[src/rtl/seg_pkg.sv]
// rtl/seg_pkg.sv - shared constants and types for the seven-segment display driver
package seg_pkg;

    localparam int NUM_DIG = 6;

    // Active-low codes with dp off; index is the decimal digit value.
    localparam logic [9:0][7:0] SEG_DIGIT = {
        8'h90, 8'h80, 8'hF8, 8'h82, 8'h92,
        8'h99, 8'hB0, 8'hA4, 8'hF9, 8'hC0
    };
    localparam logic [7:0] SEG_MINUS = 8'hBF;
    localparam logic [7:0] SEG_BLANK = 8'hFF;

    typedef enum logic [1:0] {
        CONV_IDLE  = 2'd0,
        CONV_SHIFT = 2'd1,
        CONV_DONE  = 2'd2
    } conv_state_e;

    function automatic logic [7:0] digit_code(input logic [3:0] d);
        if (d > 4'd9) begin
            return SEG_BLANK;
        end
        return SEG_DIGIT[d];
    endfunction

endpackage

[src/rtl/bin2bcd_seq.sv]
// rtl/bin2bcd_seq.sv - sequential 20-bit binary to 6-digit BCD converter (double-dabble)
module bin2bcd_seq
    import seg_pkg::*;
(
    input  logic        clk,
    input  logic        rst_n,
    input  logic [19:0] bin,
    output logic [23:0] bcd,
    output logic        busy
);

    conv_state_e state_q, state_d;
    logic [19:0] shift_q, shift_d;
    logic [19:0] cap_q, cap_d;
    logic [19:0] last_val_q, last_val_d;
    logic [23:0] acc_q, acc_d;
    logic [23:0] bcd_q, bcd_d;
    logic [4:0]  cnt_q, cnt_d;
    logic        first_q, first_d;
    logic [23:0] adj;

    always_ff @(posedge clk or negedge rst_n) begin
        if (!rst_n) begin
            state_q    <= CONV_IDLE;
            shift_q    <= '0;
            cap_q      <= '0;
            last_val_q <= '0;
            acc_q      <= '0;
            bcd_q      <= '0;
            cnt_q      <= '0;
            first_q    <= 1'b1;
        end else begin
            state_q    <= state_d;
            shift_q    <= shift_d;
            cap_q      <= cap_d;
            last_val_q <= last_val_d;
            acc_q      <= acc_d;
            bcd_q      <= bcd_d;
            cnt_q      <= cnt_d;
            first_q    <= first_d;
        end
    end

    always_comb begin
        adj = acc_q;
        for (int n = 0; n < NUM_DIG; n++) begin
            if (acc_q[n*4 +: 4] >= 4'd5) begin
                adj[n*4 +: 4] = acc_q[n*4 +: 4] + 4'd3;
            end
        end
    end

    always_comb begin
        state_d    = state_q;
        shift_d    = shift_q;
        cap_d      = cap_q;
        last_val_d = last_val_q;
        acc_d      = acc_q;
        bcd_d      = bcd_q;
        cnt_d      = cnt_q;
        first_d    = first_q;
        unique case (state_q)
            CONV_IDLE: begin
                if (first_q || (bin != last_val_q)) begin
                    shift_d = bin;
                    cap_d   = bin;
                    acc_d   = '0;
                    cnt_d   = '0;
                    first_d = 1'b0;
                    state_d = CONV_SHIFT;
                end
            end
            CONV_SHIFT: begin
                acc_d   = {adj[22:0], shift_q[19]};
                shift_d = {shift_q[18:0], 1'b0};
                cnt_d   = cnt_q + 5'd1;
                if (cnt_q == 5'd19) begin
                    state_d = CONV_DONE;
                end
            end
            CONV_DONE: begin
                // Result and its source value are published together so
                // the mismatch test in IDLE always compares a finished pair.
                bcd_d      = acc_q;
                last_val_d = cap_q;
                state_d    = CONV_IDLE;
            end
            default: state_d = CONV_IDLE;
        endcase
    end

    assign bcd  = bcd_q;
    assign busy = (state_q != CONV_IDLE);

endmodule

[src/rtl/seg_dynamic_drv.sv]
// rtl/seg_dynamic_drv.sv - 6-digit multiplexed seven-segment driver with blanking, dp and sign
module seg_dynamic_drv
    import seg_pkg::*;
#(
    parameter logic [15:0] CNT_MAX = 16'd49_999
) (
    input  logic        sys_clk,
    input  logic        sys_rst_n,
    input  logic [19:0] data,
    input  logic [5:0]  point,
    input  logic        seg_en,
    input  logic        sign,
    output logic [5:0]  sel,
    output logic [7:0]  seg
);

    localparam logic [19:0] MAX_POS = 20'd999_999;
    localparam logic [19:0] MAX_NEG = 20'd99_999;

    logic [19:0] lim;
    logic [19:0] val;
    logic [23:0] bcd;
    logic        conv_busy_unused;

    logic [15:0] cnt_q, cnt_d;
    logic [2:0]  idx_q, idx_d;
    logic [5:0]  sel_q, sel_d;
    logic [7:0]  seg_q, seg_d;
    logic [2:0]  hi;
    logic [3:0]  nib;
    logic [7:0]  code;

    // A negative value gives up the top digit to the minus sign.
    assign lim = sign ? MAX_NEG : MAX_POS;
    assign val = (data > lim) ? lim : data;

    bin2bcd_seq u_conv (
        .clk   (sys_clk),
        .rst_n (sys_rst_n),
        .bin   (val),
        .bcd   (bcd),
        .busy  (conv_busy_unused)
    );

    always_ff @(posedge sys_clk or negedge sys_rst_n) begin
        if (!sys_rst_n) begin
            cnt_q <= '0;
            idx_q <= '0;
            sel_q <= 6'h3F;
            seg_q <= SEG_BLANK;
        end else begin
            cnt_q <= cnt_d;
            idx_q <= idx_d;
            sel_q <= sel_d;
            seg_q <= seg_d;
        end
    end

    always_comb begin
        cnt_d = cnt_q + 16'd1;
        idx_d = idx_q;
        if (cnt_q == CNT_MAX) begin
            cnt_d = '0;
            idx_d = (idx_q == 3'(NUM_DIG - 1)) ? 3'd0 : idx_q + 3'd1;
        end
    end

    // A lit decimal point forces its digit (and any zeros below it) visible.
    always_comb begin
        hi  = '0;
        nib = '0;
        for (int i = 0; i < NUM_DIG; i++) begin
            if ((bcd[i*4 +: 4] != 4'd0) || point[i]) begin
                hi = 3'(i);
            end
            if (3'(i) == idx_q) begin
                nib = bcd[i*4 +: 4];
            end
        end
    end

    always_comb begin
        code = SEG_BLANK;
        if (idx_q <= hi) begin
            code = digit_code(nib);
        end else if (sign && (idx_q == hi + 3'd1)) begin
            code = SEG_MINUS;
        end
        code[7] = ~point[idx_q];

        sel_d = 6'h3F;
        seg_d = SEG_BLANK;
        if (seg_en) begin
            sel_d = ~(6'b000001 << idx_q);
            seg_d = code;
        end
    end

    assign sel = sel_q;
    assign seg = seg_q;

endmodule
[config.mk]
export PLATFORM = sky130hd
export DESIGN_NAME = seg_dynamic_drv
export DESIGN_NICKNAME = d
export VERILOG_FILES = /design/src/rtl/seg_pkg.sv /design/src/rtl/bin2bcd_seq.sv /design/src/rtl/seg_dynamic_drv.sv
export SDC_FILE = /design/constraint.sdc
export NUM_CORES = 1
export LEC_CHECK = 0
export ABC_CLOCK_PERIOD_IN_PS = 3050
export CAP_MARGIN = 20
export CORE_MARGIN = 3
export CORE_UTILIZATION = 50
export DETAILED_ROUTE_END_ITERATION = 7
export PLACE_DENSITY = 0.81
export SYNTH_ARGS = -nofsm -noshare
export SYNTH_HDL_FRONTEND = slang
export SYNTH_SLANG_ARGS = --single-unit
export TNS_END_PERCENT = 20
[constraint.sdc]
create_clock -name sys_clk -period 3.05 [get_ports sys_clk]
set_clock_uncertainty 0.2 [all_clocks]
set_input_delay 0.4575 -clock sys_clk [delete_from_list [all_inputs] [get_ports sys_clk]]
set_output_delay 0.4575 -clock sys_clk [all_outputs]
set_load 0.02 [all_outputs]
==> impl_metrics.json, run 1 <==
{
  "status": "complete, but fails checks",
  "violations": "negative setup slack",
  "ant_nets": 0,
  "yosysMostFrequentCell": "dfrtp_1",
  "dieArea_um2": 17100,
  "syn_area_um2": 7800,
  "p_per_area_nw_per_um2": 884,
  "synthArstFlopShare_pct": 100,
  "post-route-min-period_ns": 3.46,
  "syn_to_final_growth_pct": 32.3,
  "cp_max_fo": 7,
  "dp_slack_ns": -1.11,
  "hpwlAfterDp_um": 12900,
  "drt-initial-drc-count": 841,
  "synth_seq_cells": 149,
  "maxCapViolCount": 0,
  "fin_nets": 968,
  "drc": 0,
  "internal-power_mw": 5.76,
  "numPortBuffers": 43,
  "overflow": 0,
  "synth_common_cells": "dfrtp_1, nand2_1, nor2_1",
  "vias": 6837,
  "worstSetupEndpoint": "u_conv.acc_q[23]$_DFFE_PN0P_",
  "finalMaxSlewViolations": 0,
  "crit_path_start": "sign",
  "cp_data_arrival_time_ns": 3.58,
  "r2r_cells": 11,
  "critPathKind": "primary input to flop",
  "start_util_pct": 51.3,
  "path_clk_slew_ns": 0.06,
  "htree_levels": 4,
  "slowest_stage": "or4_4",
  "cts_tree": "yes",
  "fin_crit_sh_pct": 113,
  "synth_cell_types": 65,
  "netSwitchingPower_mw": 3.35,
  "diodes": 0,
  "clkLatencyLatePin_ns": 0.43,
  "slew_headroom_pct": 54.5,
  "drtPass1Iterations": 6,
  "sw_frac_of_total_pct": 36.8,
  "synth_top_flop_cell": "dfrtp_1",
  "r2r-start": "u_conv.last_val_q[1]$_DFFE_PN0N_",
  "crit_required_ns": 3.17,
  "dpl_cell_area_um2": 9070,
  "synth_nets": 843,
  "synth_edf_count": 0,
  "synth.avg_cell_area_um2": 10.0,
  "critical_path.startpoint_type": "primary input",
  "ir_drop_v": 0.000520,
  "fp.dieH_um": 131,
  "coreArea_um2": 15200,
  "fmax_ghz": 0.289,
  "grt_usage_pct": 24.3,
  "yosys_warnings": 0,
  "grt_pass1_wl_um": 32900,
  "wl_per_cell_um": 19.8,
  "antenna_found_initial": 0,
  "clock_tree.buffer_depth": 2,
  "numCtsBuffers": 17,
  "holdWs_ns": 0.258,
  "grt_pass1_vias": 6499,
  "viasPerCell": 6.18,
  "synth_top_area_share_pct": 43.0,
  "regToRegSetupSlack_ns": -0.14,
  "rsz0062_at_grt": "true",
  "slowest_delay_ns": 0.52,
  "pwr-share-clk_pct": 22.6,
  "combinationalPowerShare_pct": 41.4,
  "grt_max_degree": 55,
  "hold_path_class": "flop to flop",
  "crit_chain": "buf_8 > buf_12 > ha_4 > nand4_1 > or4_4 > or2_4 > a21o_1 > a222oi_1 > o2111a_2 > buf_6 > a31oi_4 > buf_12 > buf_12 > o22ai_1",
  "cpMostUsedCell": "buf_12",
  "die_w_um": 131,
  "synth_area_leader_cell": "dfrtp_1",
  "finish.instance_area_um2": 10300,
  "synthTopCellsByArea": "dfrtp_1, ha_1, dfstp_2",
  "syn_inst": 780,
  "hold_viol_final": 0,
  "worst_pin_slew_ns": 0.666,
  "rows": 45,
  "clock_sinks": 149,
  "ys_seq_area_share_pct": 48.1,
  "ios": 44,
  "fillers": 975,
  "end_kind": "flop",
  "r2r_end": "u_conv.acc_q[23]$_DFFE_PN0P_",
  "layout-drive-gt1-share_pct": 28.1,
  "leakage_nw": 4.59,
  "wl_um": 21900,
  "finalWeightedCongestion": 0.887,
  "layout_setup_ws_ns": -0.408,
  "cts-root-buf": "clkbuf_16",
  "setup_viol": 71,
  "pwr-share-seq_pct": 36.0,
  "post-route-util_pct": 67.8
}
==> stage by stage <==
step | setup TNS [ns] | power, mW | instances
floorplan | -20.34 | 5.19 | 780
global placement | -70.50 | 6.05 | 1056
detailed placement | -75.73 | 6.20 | 1056
CTS | -10.13 | 8.75 | 1103
global route | -22.81 | 9.58 | 1106
finish | -19.69 | 9.12 | 1106
==> what timing repair did <==
action                                  4_1_cts  5_1_grt
cloned                                        4        2
endpoints found under the setup margin       74       78
resized for setup                            81       35
pin swaps                                    19       11
endpoints found under the hold margin        45        0
buffers inserted                             10        3
hold buffers                                  1        0
==> cell type report <==
type / instances / area (um^2) / share of cell area (%)
Multi-Input combinational cell: 550 / 4180 / 40.5
Sequential cell: 149 / 3750 / 36.3
Timing Repair Buffer: 138 / 1390 / 13.5
Clock buffer: 19 / 443 / 4.30
Tap cell: 188 / 235 / 2.28
Inverter: 49 / 184 / 1.78
Clock inverter: 13 / 133 / 1.29
==> cell usage in the layout, fill, tap and decap left out, drive strengths merged, types with 9 or more instances in the layout <==
master         instances
ha                    33
mux2                  38
xnor2                 13
a22o                   9
clkbuf                24
nand3                 23
mux2i                 12
a221o                  9
nor2                  49
a21o                  10
buf                   93
nand2                 92
dfrtp                134
inv                   49
xor2                  16
a21oi                 37
nor3                  14
nand2b                20
dfstp                 15
clkdlybuf4s50         25
o21ai                 47
nor2b                 13
o22ai                 30
==> critical path, delay by kind of cell <==
kind	cells	cell delay (ns)
AO/OA/AOI/OAI	5	1.22
AND/OR/NAND/NOR	3	0.92
buffers and inverters	5	0.70
adder cells (fa/ha/maj)	1	0.25
==> state kept, by name (all words and copies together), names as in the netlist <==
| register | cells |
|---|---|
| sel | 6 |
| u_conv.state_q | 2 |
| u_conv.bcd | 24 |
| cnt_q | 16 |
| u_conv.acc_q | 24 |
| idx_q | 3 |
| seg | 8 |
| u_conv.cap_q | 20 |
| u_conv.shift_q | 20 |
| u_conv.cnt_q | 5 |
| u_conv.first_q | 1 |
| u_conv.last_val_q | 20 |
==> layer usage <==
| layer | share of wire (%) | up-vias | GRT usage, % | wire, um |
|---|---|---|---|---|
| met2 | 49 | 342 | 39.1 | 10700 |
| met4 | 3.5 | 0 | 8.89 | 773 |
| met1 | 41 | 3377 | 33.5 | 8930 |
| met5 | 0 | - | 0 | 0 |
| li1 | - | 3039 | - | - |
| met3 | 6.5 | 79 | 3.78 | 1430 |
==> worst min-delay path by stage <==
stage	depth (start not counted)	slack [ns]	startpoint	to
4_1_cts	1	0.26	cnt_q[0]$_DFF_PN0_	cnt_q[0]$_DFF_PN0_
2_1_floorplan	0	-0.04	sys_rst_n	cnt_q[0]$_DFF_PN0_
3_5_place_dp	1	0.24	sys_rst_n	idx_q[1]$_DFFE_PN0N_
5_1_grt	1	0.28	cnt_q[0]$_DFF_PN0_	cnt_q[0]$_DFF_PN0_
6_report	1	0.26	cnt_q[0]$_DFF_PN0_	cnt_q[0]$_DFF_PN0_
3_3_place_gp	1	0.24	sys_rst_n	idx_q[1]$_DFFE_PN0N_
==> power groups by stage <==
stage	combinational, mW	clock, mW	sequential, mW
floorplan	2.06	0	3.13
global placement	2.84	0	3.21
detailed placement	2.97	0	3.23
CTS	3.47	2.06	3.22
global route	4.07	2.16	3.35
finish	3.77	2.06	3.28
==> cell families (layout without fill, tap and decap cells) <==
logic type / count (synthesis) / count (layout) / share of synthesized area (%)
muxes: 51 / 51 / 7.32
DFF: 149 / 149 / 48.1
AOI/OAI and AO/OA: 194 / 194 / 17.0
buffers and inverters: 81 / 219 / 4.20
xor gates and xnor gates: 29 / 29 / 3.26
adders and majority gates: 33 / 33 / 5.30
and+or+nand+nor: 243 / 243 / 14.9
Note: power is estimated with default switching activity, not from simulation.
==> run 2, diff against run 1 <==
--- a/config.mk
+++ b/config.mk
@@ -10,6 +10,7 @@
 export CORE_MARGIN = 3
 export CORE_UTILIZATION = 50
 export DETAILED_ROUTE_END_ITERATION = 7
+export MAX_ROUTING_LAYER = met4
 export PLACE_DENSITY = 0.81
 export SYNTH_ARGS = -nofsm -noshare
 export SYNTH_HDL_FRONTEND = slang
==> impl_metrics.json, run 2 (synthesized netlist as in run 1, its figures left out) <==
{
  "placedCellCount": 1060,
  "cts-root-buf": "clkbuf_16",
  "cts_tree": "yes",
  "numPortBuffers": 43,
  "coreArea_um2": 15200,
  "worst_pin_slew_ns": 0.849,
  "antenna_found_initial": 0,
  "overflow": 0,
  "r2r_end": "u_conv.acc_q[3]$_DFFE_PN0P_",
  "end_kind": "flop",
  "critPathKind": "primary input to flop",
  "layout-drive-gt1-share_pct": 29.3,
  "start_util_pct": 51.3,
  "drtPass1Iterations": 5,
  "drt-initial-drc-count": 480,
  "r2r-start": "u_conv.last_val_q[13]$_DFFE_PN0N_",
  "p_per_area_nw_per_um2": 905,
  "wl_per_cell_um": 19.2,
  "clock_sinks": 149,
  "fin_nets": 972,
  "fmax_ghz": 0.284,
  "regToRegSetupSlack_ns": -0.12,
  "vias": 6656,
  "die_w_um": 131,
  "setup_viol": 71,
  "grt_max_degree": 58,
  "fp.dieH_um": 131,
  "clkLatencyLatePin_ns": 0.42,
  "slew_headroom_pct": 43.4,
  "dieArea_um2": 17100,
  "numCtsBuffers": 17,
  "htree_levels": 4,
  "violations": "negative setup slack",
  "syn_to_final_growth_pct": 34.0,
  "leakage_nw": 4.61,
  "fin_cells": 1110,
  "rsz0062_at_grt": "true",
  "path_clk_slew_ns": 0.06,
  "mostFrequentLayoutCell": "dfrtp_1",
  "layout_setup_ws_ns": -0.475,
  "critical_path.startpoint_type": "primary input",
  "finalMaxSlewViolations": 0,
  "status": "complete, but fails checks",
  "crit_required_ns": 3.17,
  "whs_endpoint": "cnt_q[0]$_DFF_PN0_",
  "min_from": "cnt_q[0]$_DFF_PN0_",
  "holdPathStages": 1,
  "finalWeightedCongestion": 0.915,
  "hpwlAfterDp_um": 12900,
  "post-route-min-period_ns": 3.53,
  "ios": 44,
  "diodes": 0,
  "ant_nets": 0,
  "grt_usage_pct": 25.2,
  "hold_viol_final": 0,
  "ir_drop_v": 0.000521,
  "tns_ns": -23.49,
  "fin_crit_sh_pct": 116,
  "r2r_cells": 12,
  "clock_tree.buffer_depth": 2,
  "grt_pass1_wl_um": 33100,
  "viasPerCell": 6.00,
  "cp_max_fo": 8,
  "maxCapViolCount": 0,
  "hold_path_class": "flop to flop",
  "drc": 0,
  "grt_pass1_vias": 6470,
  "layout_common_cells": "dfrtp_1, nand2_1, buf_4",
  "rows": 45,
  "wl_um": 21300,
  "cp_data_arrival_time_ns": 3.64
}
-- run 2: per-layer routing --
| layer | share of wire, % | global-route usage (%) | vias to the layer above |
|---|---|---|---|
| met2 | 49 | 40.6 | 253 |
| met5 | 0 | - | - |
| met1 | 43 | 33.3 | 3303 |
| li1 | - | - | 3051 |
| met3 | 5.5 | 4.51 | 49 |
| met4 | 2.5 | 6.41 | 0 |
-- run 2: stage by stage --
| step | total power [mW] | setup WS, ns | instance area [um^2] | hold WS [ns] | util, % |
|---|---|---|---|---|---|
| global placement | 6.02 | -1.04 | 9080 | 0.242 | 59.7 |
| global route | 9.98 | -0.540 | 10400 | 0.277 | 68.7 |
| floorplan | 5.19 | -0.372 | 7870 | -0.0381 | - |
| finish | 9.45 | -0.475 | 10400 | 0.264 | 68.7 |
| detailed placement | 6.17 | -1.09 | 9080 | 0.252 | 59.7 |
| CTS | 9.04 | -0.334 | 10200 | 0.260 | 67.4 |
-- run 2: final cells by class --
type | count | area, um^2
repair buffers | 142 | 1360
flip-flops and latches | 149 | 3750
well taps | 188 | 235
multi-input cells | 550 | 4290
fillers | 978 | 4760
clock buffers | 23 | 478
clock inverters | 9 | 150
inverters | 49 | 184
-- run 2: worst max-delay path, cell delays in order --
cell and delay (ns):
buf_6 0.10, buf_8 0.14, ha_4 0.29, nand4bb_4 0.12, or4_4 0.52, or2_4 0.29, a21o_1 0.18, a222oi_1 0.42
o2111a_2 0.33, buf_6 0.12, buf_6 0.09, a31oi_4 0.09, buf_6 0.20, buf_6 0.12, o22ai_4 0.18
-- run 2: worst max-delay path by stage --
stage                                                 to  cells after the start    start  slack (ns)
after detailed placement  u_conv.shift_q[10]$_DFFE_PN0P_                     11     sign       -1.09
after floorplan             u_conv.cap_q[15]$_DFFE_PN0P_                     12     sign       -0.37
final                        u_conv.acc_q[3]$_DFFE_PN0P_                     15     sign       -0.48
after global routing         u_conv.acc_q[3]$_DFFE_PN0P_                     13  data[4]       -0.54
after global placement     u_conv.shift_q[9]$_DFFE_PN0P_                     13     sign       -1.04
after CTS                    u_conv.cap_q[8]$_DFFE_PN0P_                     15     sign       -0.33
-- run 2: report_power, final --
part / switching [mW] / internal (mW)
clock network: 0.804 / 1.43
registers: 0.624 / 2.69
logic: 1.95 / 1.95
-- run 2: timing repair --
action,4_1_cts,5_1_grt
cloned,2,1
hold buffers,1,0
hold endpoints to repair,42,0
setup buffers,12,4
resized for setup,94,44
setup endpoints to repair,71,78
pin swaps,23,27
==> run 3, diff against run 2 <==
--- a/config.mk
+++ b/config.mk
@@ -7,11 +7,13 @@
 export LEC_CHECK = 0
 export ABC_CLOCK_PERIOD_IN_PS = 3050
 export CAP_MARGIN = 20
+export CORE_ASPECT_RATIO = 0.8
 export CORE_MARGIN = 3
-export CORE_UTILIZATION = 50
+export CORE_UTILIZATION = 54
 export DETAILED_ROUTE_END_ITERATION = 7
 export MAX_ROUTING_LAYER = met4
-export PLACE_DENSITY = 0.81
+export PLACE_DENSITY = 0.86
+export RECOVER_POWER = 50
 export SYNTH_ARGS = -nofsm -noshare
 export SYNTH_HDL_FRONTEND = slang
 export SYNTH_SLANG_ARGS = --single-unit
==> impl_metrics.json, run 3 (synthesized netlist as in run 1, its figures left out) <==
{
  "cpMostUsedCell": "buf_4",
  "min_from": "u_conv.first_q$_DFFE_PN1P_",
  "clkLatencyLatePin_ns": 0.43,
  "hpwlAfterDp_um": 14300,
  "cts-root-buf": "clkbuf_16",
  "crit_chain": "clkdlybuf4s50_1 > buf_4 > nor4b_2 > nand3_1 > buf_4 > nor3_1 > o311ai_0 > buf_4 > nor4_4 > o2111a_2 > buf_6 > a31oi_2 > o221a_2",
  "crit_path_start": "data[8]",
  "cp_num_buf_inv": 5,
  "layout_setup_ws_ns": -0.711,
  "drc": 0,
  "ant_nets": 0,
  "critical_path.startpoint_type": "primary input",
  "clock_sinks": 149,
  "clock_tree.buffer_depth": 2,
  "fillers": 756,
  "slowest_stage": "clkdlybuf4s50_1",
  "r2r_cells": 9,
  "critPathKind": "primary input to flop",
  "violations": "max-capacitance violations, max-slew violations, negative setup slack",
  "worst_pin_slew_ns": 1.57,
  "leakage_nw": 4.54,
  "layout_common_cells": "dfrtp_1, nand2_1, buf_4",
  "grt_max_degree": 61,
  "fin_cells": 1107,
  "regToRegSetupSlack_ns": -0.10,
  "r2r-start": "u_conv.last_val_q[7]$_DFFE_PN0N_",
  "slowest_delay_ns": 0.48,
  "cp_top_family": "buffers and inverters",
  "fmax_ghz": 0.266,
  "mostFrequentLayoutCell": "dfrtp_1",
  "post-route-min-period_ns": 3.76,
  "start_util_pct": 56.3,
  "tns_ns": -41.14,
  "p_per_area_nw_per_um2": 912,
  "wl_per_cell_um": 23.6,
  "fin_crit_sh_pct": 123,
  "viasPerCell": 6.76,
  "antenna_found_initial": 0,
  "htree_levels": 4,
  "placedCellCount": 1050,
  "dieArea_um2": 15900,
  "cp_max_fo": 6,
  "grt_pass1_wl_um": 39400,
  "diodes": 0,
  "finalWeightedCongestion": 0.966,
  "crit_required_ns": 3.16,
  "hold_path_class": "flop to flop",
  "wl_um": 26100,
  "drt-initial-drc-count": 1295,
  "grt_pass1_vias": 7342,
  "coreArea_um2": 13800,
  "end_kind": "flop",
  "ir_drop_v": 0.000761,
  "cts_tree": "yes",
  "ios": 44,
  "syn_to_final_growth_pct": 32.3,
  "setup_viol": 71,
  "slew_headroom_pct": -4.56,
  "fp.dieH_um": 113,
  "rsz0062_at_grt": "true",
  "vias": 7487,
  "finalMaxSlewViolations": 61,
  "die_w_um": 140,
  "status": "complete, but fails checks",
  "whs_endpoint": "u_conv.first_q$_DFFE_PN1P_",
  "grt_usage_pct": 32.0,
  "hold_viol_final": 0,
  "r2r_end": "u_conv.shift_q[1]$_DFFE_PN0P_",
  "maxCapViolCount": 1,
  "fin_nets": 977,
  "path_clk_slew_ns": 0.06,
  "rows": 38,
  "multi_input_area_um2": 4240,
  "seq_area_um2": 3750,
  "numPortBuffers": 43,
  "holdPathStages": 1,
  "layout-drive-gt1-share_pct": 29.4,
  "drtPass1Iterations": 6,
  "cp_data_arrival_time_ns": 3.87,
  "overflow": 0,
  "numCtsBuffers": 17
}
## run 3: cell types whose count changed in the layout (fill, tap and decap cells not counted), moves of 3 or more
cell and delta:
o221a_4 -6, o22ai_1 +7, inv_6 +4, o31ai_2 -3
nor3_4 -3, o22ai_2 -3, nor3_2 +3, o221a_2 +6
clkbuf_2 +3, o22ai_4 -4, clkinvlp_4 +3
## run 3: how the worst max path moves through the flow
stage | endpoint | cells after the start | slack [ns]
2_1_floorplan | u_conv.cap_q[15]$_DFFE_PN0P_ | 12 | -0.37
3_3_place_gp | u_conv.shift_q[2]$_DFFE_PN0P_ | 12 | -1.23
3_5_place_dp | u_conv.acc_q[15]$_DFFE_PN0P_ | 13 | -1.34
4_1_cts | u_conv.shift_q[2]$_DFFE_PN0P_ | 13 | -0.24
5_1_grt | u_conv.acc_q[3]$_DFFE_PN0P_ | 14 | -0.67
6_report | u_conv.shift_q[1]$_DFFE_PN0P_ | 13 | -0.71
## run 3: layer usage
metal / routed length, um / vias to the layer above / GRT usage, %
met5: 0 / - / -
met4: 1610 / 0 / 14.5
met3: 2890 / 198 / 6.41
met2: 11800 / 628 / 48.7
met1: 9880 / 3594 / 41.9
li1: - / 3067 / -
## run 3: power breakdown
| part | total [mW] | internal [mW] | switching (mW) |
|---|---|---|---|
| sequential | 3.35 | 2.69 | 0.667 |
| clock | 2.11 | 1.24 | 0.879 |
| combinational | 3.94 | 1.83 | 2.11 |
## run 3: repair_timing
| item | CTS | global route |
|---|---|---|
| cloned | 5 | 1 |
| setup buffers | 17 | 3 |
| setup endpoints to repair | 78 | 78 |
| resized for setup | 107 | 23 |
| hold buffers | 1 | 0 |
| hold endpoints to repair | 56 | 0 |
| pin swaps | 37 | 19 |
## run 3: worst reg2reg max path, cell delays in order (launching register included)
cell and delay (ns):
dfrtp_1 0.46, nor4b_1 0.34, nand4_1 0.14, a21oi_1 0.29, nand3_1 0.12, a222oi_1 0.44, o2111a_2 0.34, buf_6 0.15
a31oi_2 0.21, o221a_2 0.34
## run 3: metrics by stage
stage               setup slack (ns)  hold WS (ns)  util (%)  area [um^2]  total power, mW
CTS                           -0.243         0.286      73.8        10200             8.87
global placement               -1.23         0.244      65.1         9000             6.02
floorplan                     -0.372       -0.0381         -         7870             5.19
detailed placement             -1.34         0.265      65.1         9000             6.21
finish                        -0.711         0.280      74.5        10300             9.40
global route                  -0.668         0.289      74.5        10300             9.79
## run 3: layout make-up
cell class,instances,share of cell area (%)
clock buffer,19,4.30
timing repair buffer,144,12.9
sequential,149,36.3
clock inverter,13,1.42
inverter,49,1.78
multi-input combinational,553,41.1
tap,180,2.18
